<file path="src/rtl/psum_out_buffer.sv">
// Partial-sum output FIFO between the convolution controller and the memory writer.
// Entries carry the controller's filter/row end tags; the head is presented first-word-fall-through.
module psum_out_buffer #(
  parameter int DATA_W = 16,
  parameter int DEPTH  = 8,
  parameter int CNT_W  = $clog2(DEPTH + 1)
) (
  input  logic              clk,
  input  logic              rst,
  input  logic              store_buffer,
  input  logic [DATA_W-1:0] sum_in,
  input  logic              next_filter,
  input  logic              next_row,
  input  logic              out_ready,
  output logic              out_valid,
  output logic [DATA_W-1:0] out_data,
  output logic              out_filt_last,
  output logic              out_row_last,
  output logic [CNT_W-1:0]  count,
  output logic              full,
  output logic              almost_full,
  output logic              overflow
);

  localparam int PTR_W   = $clog2(DEPTH);
  localparam int ENTRY_W = DATA_W + 2;

  localparam logic [CNT_W-1:0] CNT_DEPTH    = CNT_W'(DEPTH);
  localparam logic [CNT_W-1:0] CNT_ALMOST   = CNT_W'(DEPTH - 1);
  localparam logic [PTR_W-1:0] PTR_ONE      = PTR_W'(1);
  localparam logic [CNT_W-1:0] CNT_ONE      = CNT_W'(1);

  logic [ENTRY_W-1:0] mem_reg [DEPTH];

  logic [PTR_W-1:0] wr_ptr_reg, wr_ptr_next;
  logic [PTR_W-1:0] rd_ptr_reg, rd_ptr_next;
  logic [CNT_W-1:0] count_reg, count_next;
  logic             overflow_reg, overflow_next;

  logic               empty;
  logic               push;
  logic               pop;
  logic               drop;
  logic [ENTRY_W-1:0] entry_in;
  logic [ENTRY_W-1:0] head_entry;

  // Status is derived only from registered count, so no input reaches these outputs combinationally.
  assign empty       = (count_reg == '0);
  assign full        = (count_reg == CNT_DEPTH);
  assign almost_full = (count_reg >= CNT_ALMOST);
  assign count       = count_reg;
  assign overflow    = overflow_reg;
  assign out_valid   = !empty;

  assign pop      = out_valid && out_ready;
  assign push     = store_buffer && (!full || pop);
  assign drop     = store_buffer && full && !pop;
  assign entry_in = {next_filter, next_row, sum_in};

  always_comb begin
    wr_ptr_next   = wr_ptr_reg;
    rd_ptr_next   = rd_ptr_reg;
    count_next    = count_reg;
    overflow_next = overflow_reg;

    if (push) begin
      wr_ptr_next = wr_ptr_reg + PTR_ONE;
    end
    if (pop) begin
      rd_ptr_next = rd_ptr_reg + PTR_ONE;
    end

    case ({push, pop})
      2'b10:   count_next = count_reg + CNT_ONE;
      2'b01:   count_next = count_reg - CNT_ONE;
      default: count_next = count_reg;
    endcase

    if (drop) begin
      overflow_next = 1'b1;
    end
  end

  always_ff @(posedge clk) begin
    if (rst) begin
      wr_ptr_reg   <= '0;
      rd_ptr_reg   <= '0;
      count_reg    <= '0;
      overflow_reg <= 1'b0;
    end else begin
      wr_ptr_reg   <= wr_ptr_next;
      rd_ptr_reg   <= rd_ptr_next;
      count_reg    <= count_next;
      overflow_reg <= overflow_next;
    end
  end

  // Storage needs no reset: the head outputs are masked while the FIFO is empty.
  // A push never targets the occupied head slot, so a stalled head stays put.
  for (genvar gi = 0; gi < DEPTH; gi++) begin : g_entry
    always_ff @(posedge clk) begin
      if (!rst && push && (wr_ptr_reg == PTR_W'(gi))) begin
        mem_reg[gi] <= entry_in;
      end
    end
  end

  assign head_entry = mem_reg[rd_ptr_reg];

  always_comb begin
    out_data      = '0;
    out_filt_last = 1'b0;
    out_row_last  = 1'b0;
    if (!empty) begin
      out_filt_last = head_entry[ENTRY_W-1];
      out_row_last  = head_entry[ENTRY_W-2];
      out_data      = head_entry[DATA_W-1:0];
    end
  end

endmodule

</file>
<file path="config.mk">
export PLATFORM = sky130hd
export DESIGN_NAME = psum_out_buffer
export DESIGN_NICKNAME = d
export VERILOG_FILES = /design/src/rtl/psum_out_buffer.sv
export SDC_FILE = /design/constraint.sdc
export NUM_CORES = 1
export LEC_CHECK = 0
export CAP_MARGIN = 20
export CORE_MARGIN = 2
export CORE_UTILIZATION = 50
export DETAILED_ROUTE_END_ITERATION = 6
export DONT_BUFFER_PORTS = 1
export PLACE_DENSITY_LB_ADDON = 0.08
export SLEW_MARGIN = 0
export SYNTH_ARGS = -nofsm -noshare
export SYNTH_HDL_FRONTEND = slang
export SYNTH_SLANG_ARGS = --single-unit
</file>
<file path="constraint.sdc">
create_clock -name clk -period 3.1 [get_ports clk]
set_clock_uncertainty 0.2 [all_clocks]
set_input_delay 0.31 -clock clk [delete_from_list [all_inputs] [get_ports clk]]
set_output_delay 0.31 -clock clk [all_outputs]
set_load 0.005 [all_outputs]
</file>
==> results.yml <==
power:
  swShare: 0.262
  clkPwrFrac: 0.365
  power_density_nw_per_um2: 768
  power.internal_mw: 4.20
  p_switching_mw: 1.49
  p_leak_nw: 2.41
  vdd_drop_max_mv: 0.748
  total_power_mw: 5.69
  seq_power_share: 0.444
  pwr-share-comb: 0.191
timing:
  rsz0062_at_grt: "no"
  setup-tns-final_ps: 0
  layout_setup_ws_ps: 399
  finalSetupViolations: 0
  fin_crit_sh: 0.871
  fmax_ghz: 0.370
  maxSlewViolCount: 0
  worst_pin_slew_ps: 587
  max-slew-margin-rel: 0.608
  period_needed_ps: 2700
  hold_violations: 0
global_route:
  met1_usage: 0.267
  overflow: 0
  grt_pass1_wl_um: 17700
  use_met3: 0.0685
  grt_busiest_layer: "met2"
  grt_max_degree: 37
  antenna_found_initial: 0
  grt_usage: 0.187
  grt_pass1_vias: 3013
  grt.met2_usage: 0.276
clock_tree:
  cts_made_buffers: 17
  clk_pin_slew_ps: 60
  post_cts_resized: 0
  cts_buffer_depth: 2
  cts_tree: "yes"
  cts.sink_count: 158
  cts_setup_buffers: 0
  hold_buffers: 21
  root_buffer: "clkbuf_16"
  clock_latency_ps: 410
  h-tree-depth: 4
routing:
  wl_per_cell_um: 21.6
  drt-total-wl_um: 11800
  ant_nets: 0
  drt-initial-drc-count: 297
  num_vias: 2999
  vias_per_cell: 5.49
  drc: 0
  dr.pass1.iters: 4
worst_hold_path:
  worstHoldPathType: "in2reg"
  hp-start: "store_buffer"
  hold_depth: 3
  holdPathEnd: "count[2]"
worst_setup_path:
  r2r_cells: 9
  endpoint_kind: "output pin"
  start_kind: "flop"
  path_class: "reg2out"
  ff2ff_setup_slack_ps: 700
  timing.rr.start: "count[0]"
  reg2reg_to: "count[2]"
  cp.required_ps: 2590
  crit_fanout: 17
  critPathArrivalTime_ps: 2190
logic_synthesis:
  syn_area_um2: 6340
  yosysTopAreaCellShare: 0.682
  synth_area_leaders: "edfxtp_1, mux4_2, dfxtp_1"
  netlist_instances: 318
  syn_nets: 348
  synthesis.area_per_instance_um2: 19.9
  synth.distinct_cells: 38
  ys_warn_count: 0
  yosysSeqAreaShare: 0.726
  synth-seq-cells: 158
  synth_top_area_cell: "edfxtp_1"
final_layout:
  layout_common_cells: "edfxtp_1, mux4_2, nor2_1"
  area_growth_pct: 16.9
  postLayoutCoreUtil: 0.592
  fin_nets: 391
  largest_reg_flops: 144
  drive_gt1_frac: 0.257
  antenna_cells: 0
  mostFrequentLayoutCell: "edfxtp_1"
  final_area_um2: 7410
  fill_cells: 975
die:
  die_w_um: 117
  coreArea_um2: 12500
  rows: 41
  start_util: 0.506
  die_y_um: 117
  fp.dieArea_um2: 13600
  io_pins: 48
run_status:
  status: "finished, final reports clean"
flow_run:
  drv_cap: 0
placed_design:
  placed_area_um2: 6600
  dp_hpwl_um: 7150
  post-place-ws_ps: 727
  numPortBuffers: 0
  gp_congestion: 0.702
[power by group through the flow]
| stage | sequential, mW | clock (mW) | combinational (mW) |
|---|---|---|---|
| floorplan | 2.47 | 0 | 0.937 |
| CTS | 2.53 | 2.12 | 1.12 |
| global placement | 2.57 | 0 | 1.06 |
| detailed placement | 2.58 | 0 | 1.06 |
| finish | 2.53 | 2.08 | 1.09 |
| global route | 2.54 | 2.20 | 1.20 |
[area by class of cell]
class                   count  area, um2  share of cell area
flip-flops and latches    158       4610               0.622
multi-input cells         136       1590               0.215
clock buffers              18        429              0.0579
repair buffers             41        373              0.0503
well taps                 172        215              0.0290
clock inverters            14        166              0.0225
inverters                   7       26.3             0.00355
[per-layer routing]
layer  routed length, um  vias to the layer above  part of all wire
li1                    -                     1364                 -
met1                5440                     1561              0.46
met2                5570                       66              0.47
met3                 673                        8             0.057
met4                  98                        0            0.0083
met5                   0                        -                 0
[through the flow]
step,hold WS [ps],instances
finish,73.9,546
detailed placement,187,493
floorplan,209,318
global placement,185,493
global route,71.9,546
CTS,52.9,546
[logic make-up (layout without fill, tap and decap cells)]
kind of cell | Yosys count | in the layout | synth area share
flip-flops | 158 | 158 | 0.726
multiplexers | 56 | 56 | 0.159
AND/OR/NAND/NOR | 53 | 53 | 0.0434
buffers and inverters | 24 | 80 | 0.0223
AO/OA/AOI/OAI | 13 | 13 | 0.0245
adder cells (fa/ha/maj) | 8 | 8 | 0.0158
XOR/XNOR | 6 | 6 | 0.00829
[worst max-delay path by stage]
stage | end | slack, ps | depth (start not counted)
floorplan | count[2] | 820 | 10
global placement | out_data[9] | 760 | 5
detailed placement | mem_reg[4][3] | 730 | 5
CTS | out_data[9] | 290 | 5
global route | out_data[9] | 210 | 5
finish | out_data[9] | 400 | 5
[worst max-delay path, cell delays in order, from the launching register on]
cell	delay [ps]
dfxtp_2	570
buf_12	240
buf_4	190
mux4_2	500
mux2i_1	180
nor2_1	80
[synth_stat cells]
cell and n:
nor3b_1 1, inv_1 5, nand2_1 3, nor4bb_1 1, dfxtp_1 14, nor3_1 1, o311a_4 1, a311oi_1 1
clkbuf_1 6, a211oi_1 1, nor4_1 1, and3_1 6, o221a_1 1, buf_2 5, o221ai_1 1, a221oi_4 1
ha_1 8, nand3_1 2, mux4_2 36, a31oi_1 2, nor2_2 1, inv_2 2, o41ai_4 1, nand3_2 1
a31o_1 1, a31o_2 1, edfxtp_1 144, nand2b_1 2, a21oi_1 1, xnor2_1 4, xor2_1 2, nor4_4 1
buf_6 6, nor2_1 29, nor3_2 1, and2_1 3, mux2i_1 20, o31a_1 1
No activity file was read; power rests on OpenSTA's default activity.
